`src/rtl/page_table_walker.sv`:
```
// Two-level page table walker between the TLB miss path and word-addressed PTE memory.
// Accepts a virtual address, issues one or two PTE reads over a valid/ready memory
// interface, decodes the PTE and returns PPN, {X,W,R} permissions, a superpage flag
// and a fault flag.
//
// Ports:
//   clk, rst            clock, synchronous active-high reset
//   walk_req_*          TLB miss request (valid/ready) carrying walk_vaddr_i
//   walk_resp_*         translation result (valid/ready): walk_ppn_o, walk_perm_o,
//                       walk_super_o, walk_fault_o (registered and held while valid)
//   mem_req_*           PTE read request (valid/ready) carrying byte address mem_addr_o
//   mem_resp_*          PTE read response (valid/ready) carrying mem_data_i
//
// Optional build macro PTW_STATS_EN adds walk_count_o and fault_count_o, saturating
// 16-bit counters of completed walk responses and of completed faulting responses.
module page_table_walker #(
  parameter logic [19:0] ROOT_PPN = 20'h00001
) (
  input  logic        clk,
  input  logic        rst,
  input  logic        walk_req_valid_i,
  output logic        walk_req_ready_o,
  input  logic [31:0] walk_vaddr_i,
  output logic        walk_resp_valid_o,
  input  logic        walk_resp_ready_i,
  output logic [19:0] walk_ppn_o,
  output logic [2:0]  walk_perm_o,
  output logic        walk_super_o,
  output logic        walk_fault_o,
  output logic        mem_req_valid_o,
  input  logic        mem_req_ready_i,
  output logic [31:0] mem_addr_o,
  input  logic        mem_resp_valid_i,
  output logic        mem_resp_ready_o,
`ifdef PTW_STATS_EN
  output logic [15:0] walk_count_o,
  output logic [15:0] fault_count_o,
`endif
  input  logic [31:0] mem_data_i
);

  typedef enum logic [2:0] {StIdle, StL1Req, StL1Wait, StL2Req, StL2Wait, StResp} state_e;

  state_e      r_state, w_state_next;
  logic [19:0] r_vpn;      // vaddr[31:12]; page offset is never needed
  logic [19:0] r_pte_ppn;  // next-level table PPN from a non-leaf L1 PTE
  logic [19:0] r_ppn;
  logic [2:0]  r_perm;
  logic        r_super;
  logic        r_fault;

  // PTE field decode on the incoming response data
  logic w_pte_leaf, w_pte_bad, w_l1_misaligned;
  assign w_pte_leaf      = |mem_data_i[3:1];
  assign w_pte_bad       = !mem_data_i[0] || (mem_data_i[2] && !mem_data_i[1]);
  assign w_l1_misaligned = (mem_data_i[21:12] != 10'd0);

  logic w_unused;
  assign w_unused = ^{walk_vaddr_i[11:0], mem_data_i[11:4]};

  always_ff @(posedge clk) begin
    if (rst) r_state <= StIdle;
    else     r_state <= w_state_next;
  end

  always_comb begin
    w_state_next      = r_state;
    walk_req_ready_o  = 1'b0;
    walk_resp_valid_o = 1'b0;
    mem_req_valid_o   = 1'b0;
    mem_addr_o        = 32'd0;
    mem_resp_ready_o  = 1'b0;
    case (r_state)
      StIdle: begin
        walk_req_ready_o = 1'b1;
        if (walk_req_valid_i) w_state_next = StL1Req;
      end
      StL1Req: begin
        mem_req_valid_o = 1'b1;
        mem_addr_o      = {ROOT_PPN, r_vpn[19:10], 2'b00};
        if (mem_req_ready_i) w_state_next = StL1Wait;
      end
      StL1Wait: begin
        mem_resp_ready_o = 1'b1;
        if (mem_resp_valid_i) begin
          w_state_next = (w_pte_bad || w_pte_leaf) ? StResp : StL2Req;
        end
      end
      StL2Req: begin
        mem_req_valid_o = 1'b1;
        mem_addr_o      = {r_pte_ppn, r_vpn[9:0], 2'b00};
        if (mem_req_ready_i) w_state_next = StL2Wait;
      end
      StL2Wait: begin
        mem_resp_ready_o = 1'b1;
        if (mem_resp_valid_i) w_state_next = StResp;
      end
      StResp: begin
        walk_resp_valid_o = 1'b1;
        if (walk_resp_ready_i) w_state_next = StIdle;
      end
      default: w_state_next = StIdle;
    endcase
  end

  // Datapath: capture the request and decode PTEs; results hold until the next walk ends.
  always_ff @(posedge clk) begin
    if (rst) begin
      r_vpn     <= 20'd0;
      r_pte_ppn <= 20'd0;
      r_ppn     <= 20'd0;
      r_perm    <= 3'd0;
      r_super   <= 1'b0;
      r_fault   <= 1'b0;
    end else begin
      case (r_state)
        StIdle: begin
          if (walk_req_valid_i) r_vpn <= walk_vaddr_i[31:12];
        end
        StL1Wait: begin
          if (mem_resp_valid_i) begin
            if (w_pte_bad || (w_pte_leaf && w_l1_misaligned)) begin
              r_ppn   <= 20'd0;
              r_perm  <= 3'd0;
              r_super <= 1'b0;
              r_fault <= 1'b1;
            end else if (w_pte_leaf) begin
              // Superpage: upper PPN from the PTE, lower 10 bits pass through from vaddr
              r_ppn   <= {mem_data_i[31:22], r_vpn[9:0]};
              r_perm  <= mem_data_i[3:1];
              r_super <= 1'b1;
              r_fault <= 1'b0;
            end else begin
              r_pte_ppn <= mem_data_i[31:12];
            end
          end
        end
        StL2Wait: begin
          if (mem_resp_valid_i) begin
            if (w_pte_bad || !w_pte_leaf) begin
              r_ppn   <= 20'd0;
              r_perm  <= 3'd0;
              r_super <= 1'b0;
              r_fault <= 1'b1;
            end else begin
              r_ppn   <= mem_data_i[31:12];
              r_perm  <= mem_data_i[3:1];
              r_super <= 1'b0;
              r_fault <= 1'b0;
            end
          end
        end
        default: ;
      endcase
    end
  end

  assign walk_ppn_o   = r_ppn;
  assign walk_perm_o  = r_perm;
  assign walk_super_o = r_super;
  assign walk_fault_o = r_fault;

`ifdef PTW_STATS_EN
  logic [15:0] r_walk_count, r_fault_count;
  logic        w_resp_hs;
  assign w_resp_hs = walk_resp_valid_o && walk_resp_ready_i;

  always_ff @(posedge clk) begin
    if (rst) begin
      r_walk_count  <= 16'd0;
      r_fault_count <= 16'd0;
    end else if (w_resp_hs) begin
      if (r_walk_count != 16'hFFFF) r_walk_count <= r_walk_count + 16'd1;
      if (r_fault && (r_fault_count != 16'hFFFF)) r_fault_count <= r_fault_count + 16'd1;
    end
  end

  assign walk_count_o  = r_walk_count;
  assign fault_count_o = r_fault_count;
`endif

endmodule

```
`config.mk`:
```
export PLATFORM = sky130hd
export DESIGN_NAME = page_table_walker
export DESIGN_NICKNAME = d
export VERILOG_FILES = /design/src/rtl/page_table_walker.sv
export SDC_FILE = /design/constraint.sdc
export NUM_CORES = 1
export LEC_CHECK = 0
export ABC_CLOCK_PERIOD_IN_PS = 1800
export CAP_MARGIN = 40
export CORE_ASPECT_RATIO = 2
export CORE_MARGIN = 3
export CORE_UTILIZATION = 43
export DETAILED_ROUTE_END_ITERATION = 12
export GPL_TIMING_DRIVEN = 0
export PLACE_DENSITY = 0.81
export SKIP_CTS_REPAIR_TIMING = 1
export SYNTH_ARGS = -nofsm -noshare
export SYNTH_HDL_FRONTEND = slang
export SYNTH_SLANG_ARGS = --single-unit
```
`constraint.sdc`:
```
create_clock -name clk -period 1.8 [get_ports clk]
set_input_delay 0.27 -clock clk [delete_from_list [all_inputs] [get_ports clk]]
set_output_delay 0.27 -clock clk [all_outputs]
set_load 0.01 [all_outputs]
```
==> results.yml, run 1 <==
timing:
  finalWorstSetupSlack_ns: 0.00847
  tns_ns: 0
  timing.hold.ws_ns: 0.342
  max_freq_mhz: 558
  rsz0062_at_grt: "yes"
  skew_ns: 0.00480
  setup_viol: 0
  relSlewSlack_pct: 55.2
  fin_crit_ns: 1.79
  maxSlewViolCount: 0
  max_slew.worst_pin.slew_ns: 0.672
  hold_viol_final: 0
  fin_crit_sh_pct: 99.5
synth:
  synth_cells: 361
  ys_seq_area_share_pct: 43.3
  synth_seq_cells: 68
  syn_avg_cell_area_sq_um: 8.71
  synth_top_family_by_area: "simple AND/OR/NAND/NOR gates"
  synthXorXnorAreaFrac_pct: 0.278
  synth-simple-area-share_pct: 25.9
  ys.warnings.count: 0
  synth_edf_count: 0
  synth_compound_area_share_pct: 14.6
  ys_async_sr_fraction_pct: 0
  synthMuxAreaShare_pct: 9.86
  synth-adder-area-share_pct: 0
  syn_area_sq_um: 3150
  synth-main-ff-cell: "dfxtp_1"
  yosysUniqueCellTypes: 41
worst_setup_path:
  worstSetupPathType: "reg2out"
  critPathRequiredTime_ns: 1.53
  cp_cell_sequence: "buf_6 > nand2b_4 > inv_2 > buf_6 > and3_1 > clkbuf_2"
  cp_top_family: "buffers and inverters"
  rr_startpoint: "r_state[0]"
  crit_path_start_kind: "register"
  worst-endpoint-arrival_ns: 1.52
  crit_buf_inv: 4
  cpMostUsedCell: "buf_6"
  cp_slowest_stage_delay_ns: 0.35
  cp_slowest_cell: "dfxtp_4"
  crit_fanout: 10
  crit_start: "r_state[2]"
  end_kind: "output port"
layout:
  stdcell_area_sq_um: 4770
  final_common_cell: "clkdlybuf4s50_1"
  fillers: 546
  diodes: 0
  drive_above_1_share_pct: 19.0
  finish.utilization_pct: 68.2
  final_nets: 555
  syn_to_final_growth_pct: 51.8
  final_cell_mix: "clkdlybuf4s50_1, dfxtp_1, nand2_1, nor2_1, a21oi_1"
  regArea_sq_um: 1370
  stdcell_count: 579
  multi_input_comb_area_sq_um: 1660
route:
  wl_per_cell_microns: 17.5
  drt_iter0_drc: 145
  postRouteAntennaNets: 0
  drc: 0
  wirelength_mm: 10.2
  routed-via-count: 3100
  first_pass_iters: 4
  vias_per_cell: 5.35
clocking:
  cts.path.max_buffers: 2
  cts_sinks: 68
  clkLatencyLatePin_ns: 0.34
  clk_pin_slew_ns: 0.05
  htree_levels: 3
  cts_tree: "yes"
  cts_buffers: 9
  root_buffer: "clkbuf_16"
power_and_ir_drop:
  intPower_mw: 3.00
  clockPowerShare_pct: 45.6
  power_density_nw_per_um2: 829
  pwr-share-seq_pct: 40.3
  pwr-share-comb_pct: 14.1
  netSwitchingFraction_pct: 24.3
  ir_drop_mv: 0.661
  switchingPower_mw: 0.962
  totalPowerFinal_mw: 3.96
  leakage_nw: 2.35
floorplanning:
  die_area_sq_um: 8440
  core_sq_um: 6990
  chipWidth_microns: 66.5
  io_pins: 131
  placementRows: 43
  die_h_microns: 127
  start_util_pct: 45.0
placement:
  dp_hpwl_mm: 7.56
  placed_area_sq_um: 4330
  gp_congestion: 0.891
  io_buffer_count: 107
  pre_cts_slack_ns: -0.343
  dp.cells: 559
job:
  maxCapViolCount: 0
grt:
  grt_pass1_wl_mm: 15.2
  grt_max_degree: 11
  antenna_found_initial: 0
  grt_remaining_overflow: 0
  grt_pass1_vias: 3116
  track_usage_pct: 24.2
min_path:
  hold_class: "in2reg"
  hold_start: "mem_data_i[2]"
status:
  status: "finished, final reports clean"
## final cells by class
cell class                 instances  area share (%)
multi-input combinational        258            34.8
inverter                           4           0.315
sequential                        68            28.7
timing repair buffer             112            22.9
clock inverter                     1           0.629
clock buffer                      14            5.74
tap                               90            2.36
buffer                            32            4.67
## Yosys cell counts, types with 2 or more instances
library cell  number  area [sq um]
a221oi_2           9           135
and3_1            19           119
a21oi_1           37           185
dfxtp_1           68          1360
nor4_1             2          12.5
buf_4              3          22.5
buf_2             10          50.1
buf_6              4          45.0
nor3_1             2          10.0
nand2_1           57           214
nor2_1            44           165
nor3_2             9          90.1
nor2_2             2          12.5
nor3b_1            2          15.0
nand3_1           14          70.1
clkbuf_1          15          56.3
nand2b_1           2          12.5
inv_1              4          15.0
o21ai_0            3          15.0
mux2i_1           31           310
a21oi_2            2          17.5
nor2b_1            3          18.8
## worst min-delay path, cell delays in order
cell	delay, ns
dlymetal6s2s_1	0.19
nand3_1	0.10
a21oi_1	0.07
## power groups by stage
stage                     logic, mW  registers (mW)  clock network (mW)
after floorplan               0.255            1.62                   0
after global placement        0.508            1.62                   0
after detailed placement      0.518            1.63                   0
after CTS                     0.522            1.59                1.81
after global routing          0.599            1.60                1.87
final                         0.557            1.60                1.81
## worst paths after layout
path	cells after the start	slack [ns]	to
max	6	0.008	mem_addr_o[18]
min	3	0.34	walk_perm_o[1]
max reg2reg	7	0.13	walk_ppn_o[13]
min reg2reg	2	0.45	r_vpn[14]
## layer usage
layer	share of wire (%)	vias to the layer above	track usage, %
met3	5.4	34	5.85
met4	5.0	0	17.0
li1	-	1485	-
met1	33	1457	22.6
met5	0	-	0
met2	56	124	43.8
## cell families (layout without fill, tap and decap cells)
logic type	after synthesis	count (layout)
compound gates	60	60
xor+xnor	1	1
buf+inv	36	163
flops	68	68
mux	31	31
other cells	1	2
simple gates	164	164
## registers in the layout, indices dropped and copies added (netlist names)
register	count
r_pte_ppn	20
walk_super_o	1
walk_fault_o	1
walk_ppn_o	20
r_state	3
walk_perm_o	3
r_vpn	20
Power figures use the tool's default switching activity.
==> run 2: changes to the inputs <==
- CORE_MARGIN: 3 -> default
- HOLD_SLACK_MARGIN: default -> 0.08
==> results.yml, run 2 (synthesis gave the netlist of run 1 again) <==
timing:
  max_freq_mhz: 546
  max_slew.worst_pin.slew_ns: 0.670
  hold_viol_final: 0
  skew_ns: 0.00377
  relSlewSlack_pct: 55.3
  maxSlewViolCount: 0
  timing.hold.ws_ns: 0.451
  setup_viol: 7
  fin_crit_sh_pct: 102
  rsz0062_at_grt: "yes"
  tns_ns: -0.185
  fin_crit_ns: 1.83
  finalWorstSetupSlack_ns: -0.0314
placement:
  io_buffer_count: 107
  dp.cells: 559
  gp_congestion: 0.844
  pre_cts_slack_ns: -0.330
  dp_hpwl_mm: 7.04
worst_setup_path:
  worstSetupPathType: "reg2out"
  endpoint: "mem_addr_o[17]"
  crit_fanout: 7
  worst-endpoint-arrival_ns: 1.56
  rr_worst_depth: 7
  rr_startpoint: "r_state[0]"
  crit_path_start_kind: "register"
  critPathRequiredTime_ns: 1.53
  crit_start: "r_state[2]"
  end_kind: "output port"
  rrSetupSlack_ns: 0.13
  worstReg2RegEnd: "walk_ppn_o[13]"
floorplanning:
  start_util_pct: 45.0
  die_area_sq_um: 7680
  placementRows: 43
  core_sq_um: 6990
  io_pins: 131
  chipWidth_microns: 62.5
  die_h_microns: 123
layout:
  drive_above_1_share_pct: 21.5
  stdcell_count: 579
  final_nets: 554
  diodes: 0
  final_common_cell: "clkdlybuf4s50_1"
  final_cell_mix: "clkdlybuf4s50_1, dfxtp_1, nand2_1, nor2_1, a21oi_1"
  syn_to_final_growth_pct: 50.0
clocking:
  cts_tree: "yes"
  cts_buffers: 9
  clk_pin_slew_ns: 0.05
  cts_sinks: 68
  clkLatencyLatePin_ns: 0.33
  htree_levels: 3
  cts.path.max_buffers: 2
  root_buffer: "clkbuf_16"
power_and_ir_drop:
  netSwitchingFraction_pct: 25.8
  switchingPower_mw: 0.965
  pwr-share-seq_pct: 42.6
  leakage_nw: 2.19
  intPower_mw: 2.78
  ir_drop_mv: 0.618
  pwr-share-comb_pct: 15.0
  power_density_nw_per_um2: 794
  totalPowerFinal_mw: 3.74
  clockPowerShare_pct: 42.5
route:
  wirelength_mm: 9.71
  vias_per_cell: 5.31
  drt_iter0_drc: 163
  wl_per_cell_microns: 16.8
  drc: 0
  routed-via-count: 3073
  postRouteAntennaNets: 0
  first_pass_iters: 4
grt:
  grt_pass1_wl_mm: 14.5
  track_usage_pct: 25.3
  grt_remaining_overflow: 0
  antenna_found_initial: 0
  grt_max_degree: 12
  grt_pass1_vias: 2933
job:
  maxCapViolCount: 0
min_path:
  hold_class: "reg2reg"
status:
  status: "complete, but fails checks"
  violations: "setup timing"
==> run 2: changes by cell type in the layout (fill, tap and decap cells not counted), moves of 2 or more <==
cell / delta
and3_1: -5
and3_4: +5
buf_4: -4
buf_6: +7
clkbuf_2: +3
clkbuf_4: +2
clkbuf_8: -2
clkinv_2: +4
dlymetal6s2s_1: -9
==> run 2: worst min path at each step <==
stage	slack (ns)	startpoint	depth (start not counted)	end
final	0.45	walk_ppn_o[15]	2	walk_ppn_o[15]
after global routing	0.47	walk_ppn_o[15]	2	walk_ppn_o[15]
after CTS	0.45	walk_ppn_o[15]	2	walk_ppn_o[15]
after detailed placement	0.45	walk_ppn_o[15]	2	walk_ppn_o[15]
after global placement	0.44	r_vpn[10]	2	r_vpn[10]
after floorplan	0.41	walk_vaddr_i[22]	2	r_vpn[10]
==> run 2: layout make-up <==
class                           instances  area (sq um)
Fill cell                             582          2280
Timing Repair Buffer                  111          1060
Clock inverter                          5          27.5
Tap cell                               90           113
Inverter                                4          17.5
Buffer                                 32           225
Multi-Input combinational cell        258          1670
Sequential cell                        68          1370
Clock buffer                           11           243
==> run 2: critical path, stage by stage (launching register included) <==
cell,delay [ns]
dfxtp_4,0.37
buf_6,0.13
nand2b_4,0.15
inv_4,0.05
buf_6,0.12
buf_6,0.12
and3_1,0.17
clkbuf_2,0.12
==> run 2: power groups by stage <==
stage / registers (mW) / clock network, mW / logic [mW]
after detailed placement: 1.62 / 0 / 0.517
after floorplan: 1.62 / 0 / 0.255
after global placement: 1.62 / 0 / 0.508
final: 1.59 / 1.59 / 0.560
after global routing: 1.60 / 1.68 / 0.604
after CTS: 1.59 / 1.61 / 0.522
==> run 2: stage by stage <==
step                      utilization (%)  area [sq um]
after floorplan                         -          3150
after global placement               61.9          4330
after detailed placement             61.9          4330
after CTS                            65.8          4600
after global routing                 67.4          4720
final                                67.4          4720
==> run 2: layer usage <==
metal,part of all wire (%),wire length [microns],vias up,track usage (%)
li1,-,-,1483,-
met1,35,3350,1439,23.8
met2,56,5410,124,48.0
met3,5.5,530,27,7.01
met4,4.3,419,0,15.0
met5,0,0,-,0
==> run 3: changes to the inputs <==
==> constraint.sdc (replaced) <==
create_clock -name clk -period 1.8 [get_ports clk]
set_input_delay 0.27 -clock clk [delete_from_list [all_inputs] [get_ports clk]]
set_output_delay 0.27 -clock clk [all_outputs]
set_load 0.005 [all_outputs]
==> results.yml, run 3 (synthesis gave the netlist of run 1 again) <==
clocking:
  clkLatencyLatePin_ns: 0.34
  clk_pin_slew_ns: 0.05
  htree_levels: 3
  cts_tree: "yes"
  cts_sinks: 68
  cts_buffers: 9
  root_buffer: "clkbuf_16"
  cts.path.max_buffers: 2
power_and_ir_drop:
  ir_drop_mv: 0.603
  power_density_nw_per_um2: 778
  leakage_nw: 2.39
grt:
  grt_max_degree: 12
  track_usage_pct: 25.3
  grt_pass1_vias: 2933
  antenna_found_initial: 0
  grt_remaining_overflow: 0
  grt_pass1_wl_mm: 14.5
route:
  routed-via-count: 3117
  postRouteAntennaNets: 0
  drc: 0
  drt_iter0_drc: 127
  wl_per_cell_microns: 17.0
  wirelength_mm: 9.94
  vias_per_cell: 5.32
  first_pass_iters: 4
worst_setup_path:
  rrSetupSlack_ns: 0.08
  rr_worst_depth: 8
  endpoint: "mem_addr_o[10]"
  crit_path_start_kind: "register"
  rr_startpoint: "r_state[2]"
  crit_start: "r_state[1]"
  critPathRequiredTime_ns: 1.53
  worstSetupPathType: "reg2out"
  crit_fanout: 10
  end_kind: "output port"
  worstReg2RegEnd: "walk_ppn_o[0]"
  worst-endpoint-arrival_ns: 1.75
timing:
  fin_crit_ns: 2.02
  finalWorstSetupSlack_ns: -0.224
  tns_ns: -0.972
  max_freq_mhz: 494
  fin_crit_sh_pct: 112
  setup_viol: 12
  max_slew.worst_pin.slew_ns: 0.699
  maxSlewViolCount: 0
  timing.hold.ws_ns: 0.450
  rsz0062_at_grt: "yes"
  hold_viol_final: 0
  relSlewSlack_pct: 53.4
  skew_ns: 0.00476
min_path:
  hold_class: "reg2reg"
  min_path_cells: 2
floorplanning:
  core_sq_um: 6990
  die_area_sq_um: 7680
  die_h_microns: 123
  start_util_pct: 45.0
  placementRows: 43
  io_pins: 131
  chipWidth_microns: 62.5
layout:
  final_cell_mix: "clkdlybuf4s50_1, dfxtp_1, nand2_1, nor2_1, a21oi_1"
  syn_to_final_growth_pct: 54.0
  drive_above_1_share_pct: 20.2
  diodes: 0
  final_nets: 561
  stdcell_area_sq_um: 4840
  final_common_cell: "clkdlybuf4s50_1"
  finish.utilization_pct: 69.2
status:
  violations: "setup timing"
  status: "complete, but fails checks"
placement:
  gp_congestion: 0.844
  dp_hpwl_mm: 7.04
  placed_area_sq_um: 4330
  io_buffer_count: 107
  pre_cts_slack_ns: -0.315
job:
  maxCapViolCount: 0
run 3: cell count changes in the layout (fill, tap and decap cells not counted), sizes merged:
cell	change
clkbuf	-11
buf	+5
dlymetal6s2s	+9
clkdlybuf4s50	+4
run 3: layout make-up:
cell class              count  area, sq um
fillers                   547         2150
clock buffers              11          243
flip-flops and latches     68         1370
multi-input cells         258         1660
well taps                  90          113
clock inverters             5         27.5
repair buffers            118         1180
inverters                   4         17.5
plain buffers              32          229
run 3: critical path, cell delays in order, from the launching register on:
cell and delay, ns:
dfxtp_4 0.38, buf_6 0.16, buf_8 0.16, mux2i_2 0.23, nor2_2 0.05, clkdlybuf4s50_1 0.44
run 3: report_power, final:
| group | total, mW | internal, mW | leakage (nW) | switching (mW) |
|---|---|---|---|---|
| combinational | 0.575 | 0.286 | 1.71 | 0.289 |
| clock | 1.60 | 0.958 | 0.135 | 0.639 |
| sequential | 1.59 | 1.56 | 0.553 | 0.0393 |
run 3: how the worst min path moves through the flow:
stage                startpoint             end  slack (ns)
6_report         walk_ppn_o[15]  walk_ppn_o[15]        0.45
5_1_grt          walk_ppn_o[15]  walk_ppn_o[15]        0.47
4_1_cts          walk_ppn_o[15]  walk_ppn_o[15]        0.45
3_5_place_dp     walk_ppn_o[15]  walk_ppn_o[15]        0.45
3_3_place_gp          r_vpn[10]       r_vpn[10]        0.44
2_1_floorplan  walk_vaddr_i[22]       r_vpn[10]        0.41
run 3: layer usage:
metal	vias to the layer above	track usage, %	wire length, microns
li1	1496	-	-
met1	1452	23.8	3430
met2	140	48.0	5480
met3	29	7.01	554
met4	0	15.0	468
met5	-	0	0
run 3: stage by stage:
step | cells | total power, mW
CTS | 575 | 3.71
finish | 586 | 3.77
detailed placement | 559 | 2.13
floorplan | 362 | 1.86
global route | 586 | 3.90
global placement | 559 | 2.12
